File: config.mk
export PLATFORM = sky130hd
export DESIGN_NAME = hazard_ctrl
export DESIGN_NICKNAME = d
export VERILOG_FILES = /design/src/rtl/hazard_ctrl.sv
export SDC_FILE = /design/constraint.sdc
export NUM_CORES = 1
export LEC_CHECK = 0
export ABC_AREA = 1
export BUFFER_PORTS_ARGS = -buffer_cell sky130_fd_sc_hd__buf_2
export CAP_MARGIN = 20
export CORE_MARGIN = 1.5
export CORE_UTILIZATION = 45
export CTS_BUF_LIST = sky130_fd_sc_hd__clkbuf_16
export CTS_CLUSTER_SIZE = 14
export DETAILED_ROUTE_END_ITERATION = 8
export GPL_TIMING_DRIVEN = 0
export PLACE_DENSITY_LB_ADDON = 0.15
export SLEW_MARGIN = 25
export SYNTH_ARGS = -nofsm -noshare
export SYNTH_HDL_FRONTEND = slang
export SYNTH_SLANG_ARGS = --single-unit
File: constraint.sdc
create_clock -name CLK -period 2.35 [get_ports CLK]
set_input_delay 0.1175 -clock CLK [delete_from_list [all_inputs] [get_ports CLK]]
set_output_delay 0.1175 -clock CLK [all_outputs]
set_load 0.005 [all_outputs]
File: src/rtl/hazard_ctrl.sv
// Pipeline hazard controller: stage enables, flushes, PC select,
// load-use bubbles, halt handling and saturating stall/flush counters.
module hazard_ctrl #(
    parameter int RW    = 5,
    parameter int LDLAT = 1,
    parameter int CW    = 16
) (
    input  logic          CLK,
    input  logic          nRST,
    input  logic          ihit,
    input  logic          dhit,
    input  logic          meldst,
    input  logic          exld,
    input  logic [RW-1:0] rs,
    input  logic [RW-1:0] rt,
    input  logic [RW-1:0] exrdst,
    input  logic [RW-1:0] merdst,
    input  logic [2:0]    pcsrc,
    input  logic          equal,
    input  logic          halt,
    output logic          pcen,
    output logic          deen,
    output logic          exen,
    output logic          meen,
    output logic          wben,
    output logic          deflush,
    output logic          exflush,
    output logic          meflush,
    output logic [1:0]    pcsel,
    output logic          halted,
    output logic [CW-1:0] stall_cnt,
    output logic [CW-1:0] flush_cnt
);

    typedef enum logic [1:0] {RUN, LDSTALL, HALTED} state_e;

    localparam logic [1:0] BUB_INIT = 2'((LDLAT > 1) ? (LDLAT - 2) : 0);

    state_e        state_q, state_d;
    logic [2:0]    r_pcsrc_q, r_pcsrc_d;
    logic [1:0]    bub_q, bub_d;
    logic [CW-1:0] stall_cnt_q, stall_cnt_d;
    logic [CW-1:0] flush_cnt_q, flush_cnt_d;
    logic          ld_use, jr_ld, br_taken;

    // Hazard and branch-outcome detection; r0 never creates a dependency
    always_comb begin
        ld_use   = exld && (exrdst != '0) &&
                   ((rs == exrdst) || (rt == exrdst));
        jr_ld    = (pcsrc == 3'd1) && exld &&
                   (merdst != '0) && (rs == merdst);
        br_taken = ((r_pcsrc_q == 3'd3) && equal) ||
                   ((r_pcsrc_q == 3'd4) && !equal);
    end

    // Priority-ordered enable/flush decision and next-state selection
    always_comb begin
        pcen    = ihit;
        deen    = ihit;
        exen    = ihit;
        meen    = ihit;
        wben    = ihit;
        deflush = 1'b0;
        exflush = 1'b0;
        meflush = 1'b0;
        pcsel   = 2'd0;
        state_d = state_q;
        bub_d   = bub_q;
        if (state_q == HALTED) begin
            {pcen, deen, exen, meen, wben} = '0;
        end else if (halt) begin
            {pcen, deen, exen, meen} = '0;
            wben    = 1'b1;
            state_d = HALTED;
        end else if (meldst && !dhit) begin
            {pcen, deen, exen, meen, wben} = '0;
        end else if (meldst && !ihit) begin
            {pcen, deen, exen, meen} = '0;
            wben    = 1'b1;
            meflush = 1'b1;
        end else if (state_q == LDSTALL) begin
            {pcen, deen, exen} = '0;
            exflush = ihit;
            if (ihit) begin
                if (bub_q == 2'd0) state_d = RUN;
                else bub_d = bub_q - 2'd1;
            end
        end else if (ld_use) begin
            {pcen, deen, exen} = '0;
            exflush = ihit;
            if ((LDLAT > 1) && ihit) begin
                state_d = LDSTALL;
                bub_d   = BUB_INIT;
            end
        end else if (jr_ld) begin
            {pcen, deen, exen} = '0;
            exflush = ihit;
        end else if (br_taken) begin
            pcsel   = 2'd3;
            deen    = 1'b0;
            exen    = 1'b0;
            deflush = ihit;
            exflush = ihit;
        end else if (pcsrc == 3'd2) begin
            pcsel   = 2'd2;
            deen    = 1'b0;
            deflush = ihit;
        end else if (pcsrc == 3'd1) begin
            pcsel   = 2'd1;
            deen    = 1'b0;
            deflush = ihit;
        end
    end

    // Flow-type capture and saturating performance counters
    always_comb begin
        r_pcsrc_d   = (ihit && pcen) ? pcsrc : r_pcsrc_q;
        stall_cnt_d = stall_cnt_q;
        flush_cnt_d = flush_cnt_q;
        if (!pcen && (state_q != HALTED) && (stall_cnt_q != '1))
            stall_cnt_d = stall_cnt_q + CW'(1);
        if ((deflush || exflush || meflush) && (flush_cnt_q != '1))
            flush_cnt_d = flush_cnt_q + CW'(1);
    end

    // State and counter registers
    always_ff @(posedge CLK or negedge nRST) begin
        if (!nRST) begin
            state_q     <= RUN;
            r_pcsrc_q   <= 3'd0;
            bub_q       <= 2'd0;
            stall_cnt_q <= '0;
            flush_cnt_q <= '0;
        end else begin
            state_q     <= state_d;
            r_pcsrc_q   <= r_pcsrc_d;
            bub_q       <= bub_d;
            stall_cnt_q <= stall_cnt_d;
            flush_cnt_q <= flush_cnt_d;
        end
    end

    assign halted    = (state_q == HALTED);
    assign stall_cnt = stall_cnt_q;
    assign flush_cnt = flush_cnt_q;

endmodule

==> results of run 1 <==
[synthesized netlist by cell type (all sizes together)]
cell and instances:
buf 6, o21ai 18, xor2 13, nand3b 3, xnor2 14, nand2 131, ha 2, or2 1
nor4 5, nand3 36, nand4 6, nor4b 3, inv 52, dfrtp 36, nor3 9, nor2 40
o21a 1
[cell type report]
class | count | area [um2]
fillers | 551 | 2330
multi-input cells | 282 | 1420
flip-flops and latches | 36 | 901
repair buffers | 74 | 375
inverters | 52 | 195
clock buffers | 5 | 125
well taps | 72 | 90.1
plain buffers | 6 | 53.8
clock inverters | 3 | 15.0
[routing by layer]
layer  global-route usage  wire length [um]
met1                0.260              2720
met5                    0                 0
met2                0.322              2630
met4               0.0589                77
met3               0.0419               312
[tightest hold or removal path, delay by kind of cell]
kind	cells	cell delay [ns]
buffers and inverters	1	0.09
AO/OA/AOI/OAI	1	0.06
AND/OR/NAND/NOR	1	0.04
[repair_timing]
action / CTS / global route
setup endpoints to repair: 0 / 0
endpoints found under the hold margin: 36 / 0
hold buffers: 1 / 0
[flip-flops by register name (all words and copies together) (netlist names)]
signal / count
stall_cnt: 16
r_pcsrc_q: 3
state_q: 1
flush_cnt: 16
[cell usage in the layout (no fill, tap or decap), types with 3 or more instances in the layout]
master	count
nor4_1	4
o21ai_0	8
nand2_1	128
nor4b_1	3
nor3_1	9
nand3b_1	3
nor2_1	37
nor2_2	3
dfrtp_1	36
buf_6	3
xnor2_1	14
xor2_1	13
inv_2	5
clkbuf_16	5
nand4_1	4
buf_2	74
inv_1	48
o21ai_1	10
nand3_1	33
[cell families (layout without fill, tap and decap cells)]
family / after synthesis / count (layout) / share of synthesized area
flip-flops: 36 / 36 / 0.351
adder cells (fa/ha/maj): 2 / 2 / 0.00974
AO/OA/AOI/OAI: 19 / 19 / 0.0380
buffers and inverters: 58 / 140 / 0.0969
AND/OR/NAND/NOR: 234 / 234 / 0.413
XOR/XNOR: 27 / 27 / 0.0920
[final timing paths]
kind,start,endpoint,cells after the start
worst max-delay path,flush_cnt[0],flush_cnt[11],9
max in group asynchronous,nRST,stall_cnt[9],2
min in group asynchronous,nRST,stall_cnt[7],2
worst min register to register,flush_cnt[15],flush_cnt[15],2
worst max register to register,flush_cnt[0],flush_cnt[11],9
worst min-delay path,pcsrc[1],r_pcsrc_q[1],3
[power groups by stage]
stage	clock, mW	sequential (mW)	combinational, mW
after floorplan	0	0.635	0.0529
after global placement	0	0.635	0.105
after detailed placement	0	0.635	0.107
after CTS	0.648	0.624	0.109
after global routing	0.679	0.624	0.126
final	0.630	0.624	0.107
==> run_results.csv, run 1 <==
group,metric,value,unit
sta,tns,0,ns
pwr,powerDensity,429,mW/mm2
clock_tree,cts_root_buffer,"clkbuf_16",
layout,layout.cells.non_filler,530,
layout,finish.instance_area,0.00318,mm2
sta,worstMarginPinSlew,0.805,ns
synthesis,syn_nets,409,
floorplan,start_util,0.467,
sta,finalWorstSetupSlack,0.354,ns
pwr,clockPowerShare,0.463,
routing,drtPass1Iterations,4,
layout,final_util,0.577,
place,io_buffers,73,
pwr,combPwrFrac,0.079,
sta,period_needed,2.00,ns
routing,wl,5.74,mm
global_routing,antenna_found_initial,0,
place,dp_slack,0.398,ns
routing,via_per_inst,4.87,
synthesis,synth.top_cells.by_area,"dfrtp_1 35%, nand2_1 19%, inv_1 6.9%",
clock_tree,numCtsBuffers,5,
floorplan,die_y,78.6,um
floorplan,io_pins,74,
min_path,holdCritPathClass,"input port to flop",
sta,hold_violations,0,
critical_path,crit_type,"flop to flop",
clock_tree,path_clk_slew,0.06,ns
pwr,vdd_drop_max,0.000272,V
clock_tree,insertion_delay,0.28,ns
synthesis,yosys.area.top_type,"dfrtp_1",
pwr,switching_share,0.228,
pwr,p_sw,310,uW
pwr,seqPwrFrac,0.459,
routing,drt-initial-drc-count,119,
critical_path,crit_path_cell_trace,"ha_1 -> nand3_2 -> nor2_2 -> inv_2 -> nor2_1 -> nand4_2 -> buf_2 -> nand3_1 -> nand2_1",
critical_path,cp-start-kind,"flop",
sta,setup_viol,0,
floorplan,die_x,78.6,um
floorplan,fp.coreArea,0.00551,mm2
floorplan,rows,27,
sta,drv_slew,0,
pwr,p_total,1.36,mW
synthesis,synth_seq_cells,36,
synthesis,syn_avg_cell_area,6.84,um2
synthesis,netlist_instances,376,
pwr,p_int,1.05,mW
sta,skew,0.00588,ns
synthesis,synth_seq_area_share,0.351,
clock_tree,clkSinkCount,36,
layout,layout.nets,490,
routing,drc_errors,0,
place,dp_hpwl,4.49,mm
sta,fmax,501,MHz
routing,wl_per_cell,10.8,um
outcome,status,"finished clean",
place,gp_congestion,0.846,
place,dp.cells,521,
synthesis,ys_warn_count,0,
critical_path,crit_required,2.52,ns
synthesis,synth.cell_area,0.00257,mm2
critical_path,critPathSlowestCell,"dfrtp_1",
sta,fin_crit_sh,0.849,
floorplan,die_area,0.00617,mm2
critical_path,reg2reg_slack,0.35,ns
synthesis,synth.distinct_cells,28,
job,cap_violations,0,
clock_tree,cts_htree_levels,2,
critical_path,critPathMaxStageDelay,0.45,ns
critical_path,end_kind,"flop",
global_routing,overflow,0,
layout,area_delta_synth_final,23.6,%
global_routing,grt_max_degree,37,
place,placed_area,0.00303,mm2
sta,rsz0062_at_grt,"false",
global_routing,grt_pass1_wl,9.72,mm
routing,vias,2582,
pwr,p_leak,1.82,nW
global_routing,grtUsageTotal,0.197,
critical_path,crit_family,"simple AND/OR/NAND/NOR gates",
clock_tree,clock_path_buffers,2,
sta,whs,0.0697,ns
routing,postRouteAntennaNets,0,
critical_path,critPathBufInv,2,
critical_path,crit_fanout,10,
synthesis,synth_top_area_frac,0.351,
clock_tree,post_cts_buffers,0,
clock_tree,cts_tree,"yes",
layout,drive_gt1_frac,0.223,
critical_path,cp.arrival,2.16,ns
global_routing,grt_pass1_vias,2227,
layout,diodes,0,
sta,maxSlewHeadroom,0.463,
clock_tree,cts_resized,0,
Note: power is estimated with default switching activity, not from simulation.
==> run 2: changes to the inputs <==
- clock period: 2.35 -> 1.6 ns (I/O delays scaled with it)
==> run_results.csv, run 2 (same netlist as run 1, synthesis figures left out) <==
group,metric,value,unit
sta,fin_crit_sh,1.05,
clock_tree,clkSinkCount,36,
critical_path,cp.arrival,1.84,ns
critical_path,r2r_start,"stall_cnt[0]",
sta,finalWorstSetupSlack,-0.0727,ns
sta,skew,0.00420,ns
place,dp_hpwl,4.50,mm
critical_path,crit_fanout,5,
place,io_buffers,73,
routing,vias,2734,
pwr,vdd_drop_max,0.000485,V
pwr,p_total,2.20,mW
place,gp_congestion,0.863,
floorplan,io_pins,74,
pwr,seqPwrFrac,0.418,
min_path,holdCritPathClass,"input port to flop",
routing,postRouteAntennaNets,0,
sta,worstMarginPinSlew,0.840,ns
floorplan,die_area,0.00617,mm2
global_routing,grt_pass1_vias,2452,
pwr,powerDensity,613,mW/mm2
routing,via_per_inst,4.92,
clock_tree,clock_path_buffers,2,
clock_tree,cts_htree_levels,2,
critical_path,crit_required,1.76,ns
sta,maxSlewHeadroom,0.440,
sta,hold_violations,0,
critical_path,cp-start-kind,"flop",
pwr,switching_share,0.219,
layout,fillers,483,
floorplan,die_y,78.6,um
layout,most-common-layout-cells,"114 x nand2_1, 74 x buf_2, 45 x inv_1",
floorplan,fp.coreArea,0.00551,mm2
global_routing,antenna_found_initial,0,
sta,drv_slew,0,
clock_tree,numCtsBuffers,5,
floorplan,die_x,78.6,um
sta,period_needed,1.67,ns
pwr,p_sw,482,uW
layout,final_util,0.651,
layout,diodes,0,
pwr,p_leak,1.98,nW
outcome,violations,"setup timing",
floorplan,start_util,0.467,
routing,drtPass1Iterations,4,
routing,wl,6.44,mm
layout,drive_gt1_frac,0.337,
global_routing,grt_pass1_wl,10.8,mm
global_routing,overflow,0,
layout,final_common_cell,"nand2_1",
critical_path,setup.worst_path.start,"stall_cnt[0]",
sta,rsz0062_at_grt,"true",
outcome,status,"finished, violations left",
pwr,p_int,1.71,mW
pwr,combPwrFrac,0.078,
layout,layout.nets,516,
sta,fmax,598,MHz
routing,drt-initial-drc-count,107,
routing,wl_per_cell,11.6,um
pwr,clockPowerShare,0.504,
global_routing,grtUsageTotal,0.220,
critical_path,end_kind,"flop",
clock_tree,cts_root_buffer,"clkbuf_16",
routing,drc_errors,0,
floorplan,rows,27,
clock_tree,path_clk_slew,0.06,ns
global_routing,grt_max_degree,37,
sta,setup_viol,22,
clock_tree,insertion_delay,0.28,ns
clock_tree,cts_tree,"yes",
critical_path,crit_type,"flop to flop",
job,cap_violations,0,
min_path,worstHoldStart,"pcsrc[1]",
layout,area_delta_synth_final,39.4,%
-- run 2: cell count changes in the layout (fill, tap and decap cells not counted), sizes merged --
cell    previous run  this run
buf               79       104
bufinv             0         1
clkbuf             5         6
inv               53        52
-- run 2: final timing paths --
check                                 to  slack (ns)  cells past startpoint
min in group asynchronous   stall_cnt[2]        0.44                      2
setup reg to reg            stall_cnt[9]       -0.07                     11
hold / removal              r_pcsrc_q[1]        0.04                      3
setup / recovery            stall_cnt[9]       -0.07                     11
max in group asynchronous   flush_cnt[0]        0.58                      2
hold reg to reg            flush_cnt[15]        0.50                      2
-- run 2: power groups by stage --
| stage | logic, mW | clock network (mW) | registers [mW] |
|---|---|---|---|
| 3_5_place_dp | 0.158 | 0 | 0.933 |
| 5_1_grt | 0.197 | 1.16 | 0.917 |
| 3_3_place_gp | 0.154 | 0 | 0.933 |
| 2_1_floorplan | 0.0777 | 0 | 0.933 |
| 4_1_cts | 0.162 | 1.14 | 0.917 |
| 6_report | 0.171 | 1.11 | 0.917 |
-- run 2: layer usage --
metal  wire length (um)  global-route usage
met5                  0                   0
met4                109              0.0804
met3                290              0.0360
met2               3050               0.371
met1               2990               0.281
-- run 2: cell type report --
class,count,area (um2),share of cell area
Timing Repair Buffer,100,597,0.167
Clock inverter,3,42.5,0.0119
Tap cell,72,90.1,0.0251
Multi-Input combinational cell,282,1560,0.435
Buffer,6,67.6,0.0189
Inverter,52,198,0.0552
Clock buffer,5,125,0.0349
Sequential cell,36,905,0.252
-- run 2: critical path, stage by stage (launching register included) --
cell and delay, ns:
dfrtp_2 0.38, ha_4 0.15, nand3_4 0.09, nor4_4 0.24, nand2_1 0.11, o21ai_1 0.12
inv_1 0.06, nand2_2 0.08, inv_4 0.06, clkbuf_16 0.16, nand2_2 0.04, o21ai_1 0.05
-- run 2: per-stage QoR --
step	TNS (ns)	setup WS, ns	area (um2)	instances	hold WS, ns
final	-0.752	-0.0727	3580	556	0.0387
after detailed placement	-5.57	-0.230	3080	521	0.232
after CTS	-1.32	-0.0871	3430	547	0.0344
after floorplan	-0.906	-0.0836	2620	376	-0.216
after global routing	-4.55	-0.199	3580	556	0.0747
after global placement	-4.97	-0.233	3080	521	0.218
-- run 2: what timing repair did --
item	CTS	global route
endpoints found under the setup margin	36	38
hold endpoints to repair	36	0
buffers inserted	16	7
pin swaps	9	7
hold buffers	1	0
gates resized for setup	17	23
cloned	1	2
==> run 3: changes to the inputs <==
- ABC_AREA: 1 -> 0
==> run_results.csv, run 3 <==
group,metric,value,unit
outcome,status,"finished, violations left",
outcome,violations,"setup timing",
synthesis,synth.distinct_cells,36,
critical_path,crit_required,1.79,ns
sta,setup_viol,43,
routing,drtPass1Iterations,4,
clock_tree,path_clk_slew,0.06,ns
synthesis,synth.most_common_cell,"dfrtp_1",
critical_path,worst-r2r-cell-count,7,
place,placed_area,0.00252,mm2
synthesis,synth_seq_cells,36,
pwr,switching_share,0.239,
critical_path,reg2reg_slack,-0.45,ns
clock_tree,numCtsBuffers,5,
layout,final_util,0.745,
routing,drc_errors,0,
sta,finalWorstSetupSlack,-0.449,ns
global_routing,grt_pass1_wl,8.75,mm
clock_tree,clkSinkCount,36,
pwr,p_leak,1.66,nW
pwr,vdd_drop_max,0.000579,V
sta,fmax,488,MHz
global_routing,overflow,0,
clock_tree,insertion_delay,0.28,ns
synthesis,synth_edf_count,0,
global_routing,grt_max_degree,37,
routing,wl_per_cell,15.8,um
synthesis,syn_nets,238,
global_routing,antenna_found_initial,0,
critical_path,crit_fanout,5,
sta,tns,-9.57,ns
place,io_buffers,73,
sta,hold_violations,0,
global_routing,grtUsageTotal,0.224,
layout,area_delta_synth_final,58.2,%
routing,drt-initial-drc-count,58,
routing,vias,1970,
synthesis,synth_top_area_frac,0.440,
critical_path,reg2reg_to,"flush_cnt[13]",
min_path,holdCritPathClass,"input port to flop",
min_path,worstHoldStart,"pcsrc[2]",
pwr,seqPwrFrac,0.442,
sta,rsz0062_at_grt,"true",
place,dp.cells,330,
clock_tree,cts_tree,"yes",
synthesis,yosys.area.top_type,"dfrtp_1",
synthesis,synth.cell_area,0.00205,mm2
synthesis,ys.flop_type,"dfrtp_1",
sta,fin_crit_sh,1.28,
floorplan,start_util,0.471,
min_path,min_to,"r_pcsrc_q[2]",
layout,drive_gt1_frac,0.541,
pwr,powerDensity,661,mW/mm2
job,cap_violations,0,
layout,diodes,0,
sta,whs,0.120,ns
synthesis,ys_warn_count,0,
sta,drv_slew,0,
sta,period_needed,2.05,ns
layout,finish.instance_area,0.00324,mm2
routing,postRouteAntennaNets,0,
critical_path,cp-start-kind,"flop",
critical_path,r2r_start,"state_q[1]",
synthesis,synth.top_cells.by_count,"36 x dfrtp_1, 30 x xnor2_1, 14 x xor2_1",
clock_tree,cts_htree_levels,2,
critical_path,crit_type,"flop to flop",
pwr,combPwrFrac,0.127,
critical_path,end_kind,"flop",
clock_tree,clock_path_buffers,2,
critical_path,cp.arrival,2.24,ns
floorplan,rows,24,
layout,final_common_cell,"buf_2",
sta,worstMarginPinSlew,0.806,ns
pwr,p_int,1.63,mW
pwr,clockPowerShare,0.430,
sta,skew,0.00547,ns
floorplan,die_y,70.5,um
floorplan,fp.coreArea,0.00435,mm2
synthesis,async_flop_share,1.00,
routing,wl,5.80,mm
pwr,p_sw,512,uW
synthesis,netlist_instances,205,
synthesis,synth_seq_area_share,0.440,
synthesis,synth.top_cells.by_area,"dfrtp_1 44%, xnor2_1 13%, xor2_1 6.0%",
layout,layout.cells.non_filler,368,
layout,most-common-layout-cells,"71 x buf_2, 33 x dfrtp_1, 27 x xnor2_1",
sta,maxSlewHeadroom,0.463,
min_path,hold_depth,2,
global_routing,grt_pass1_vias,1856,
floorplan,io_pins,74,
synthesis,syn_avg_cell_area,10.0,um2
floorplan,die_x,70.5,um
routing,via_per_inst,5.35,
floorplan,die_area,0.00497,mm2
layout,layout.nets,348,
place,gp_congestion,0.884,
place,dp_hpwl,3.39,mm
clock_tree,cts_root_buffer,"clkbuf_16",
[run 3: cell count changes in the layout (fill, tap and decap cells not counted), moves of 5 or more]
| cell | before | now |
|---|---|---|
| inv_1 | 45 | 5 |
| o21ai_1 | 11 | 0 |
| nor3_1 | 9 | 3 |
| and3_1 | 0 | 9 |
| nand2_2 | 15 | 0 |
| nor2_2 | 5 | 0 |
| nand2_1 | 114 | 8 |
| nand4_1 | 4 | 12 |
| xnor2_1 | 14 | 27 |
| nor2_1 | 30 | 9 |
| nand3_1 | 32 | 6 |
[run 3: kinds of logic after synthesis]
logic type      Yosys count  share of synthesized area
xor+xnor                 44                      0.188
fa+ha+maj                 2                     0.0122
compound gates           18                     0.0574
simple gates             85                      0.239
mux                       6                     0.0330
flops                    36                      0.440
buf+inv                  14                     0.0311
[run 3: how the worst max path moves through the flow]
stage	cells past startpoint	from	endpoint	slack, ns
final	7	state_q[1]	flush_cnt[13]	-0.45
after global routing	7	state_q[1]	flush_cnt[13]	-0.54
after CTS	7	state_q[1]	flush_cnt[13]	-0.38
after detailed placement	7	state_q[1]	flush_cnt[12]	-0.51
after global placement	7	state_q[1]	flush_cnt[12]	-0.49
after floorplan	7	state_q[1]	flush_cnt[12]	-0.35
[run 3: power by group through the flow]
| stage | combinational (mW) | sequential (mW) | clock (mW) |
|---|---|---|---|
| 6_report | 0.273 | 0.948 | 0.923 |
| 5_1_grt | 0.299 | 0.950 | 0.980 |
| 4_1_cts | 0.211 | 0.947 | 0.942 |
| 3_5_place_dp | 0.173 | 0.965 | 0 |
| 3_3_place_gp | 0.171 | 0.965 | 0 |
| 2_1_floorplan | 0.0753 | 0.964 | 0 |
[run 3: timing repair]
action	4_1_cts	5_1_grt
pin swaps	11	20
endpoints found under the hold margin	36	0
setup buffers	19	12
hold buffers	1	0
resized for setup	44	37
gates cloned	2	0
setup endpoints to repair	43	44
[run 3: final cells by class]
cell class,count,area [um2]
clock inverter,3,13.8
fill,317,1110
timing repair buffer,105,679
clock buffer,5,125
buffer,3,26.3
inverter,9,41.3
sequential,36,905
tap,52,65.1
multi-input combinational,155,1390
[run 3: critical path, stage by stage, from the launching register on]
cell	delay [ns]
dfrtp_1	0.38
or2_4	0.25
or2_4	0.24
or4_4	0.51
nand2_4	0.12
buf_6	0.13
nand3_1	0.11
xnor2_1	0.22
[run 3: metal layers]
layer,up-vias,global-route usage,routed length (um)
li1,931,-,-
met1,961,0.306,2520
met4,0,0.0812,72
met5,-,0,0
met3,9,0.0548,331
met2,69,0.346,2880
[run 3: stage by stage]
stage / setup slack, ns / power, mW
CTS: -0.376 / 2.10
finish: -0.449 / 2.15
global route: -0.539 / 2.23
global placement: -0.493 / 1.14
detailed placement: -0.510 / 1.14
floorplan: -0.352 / 1.04
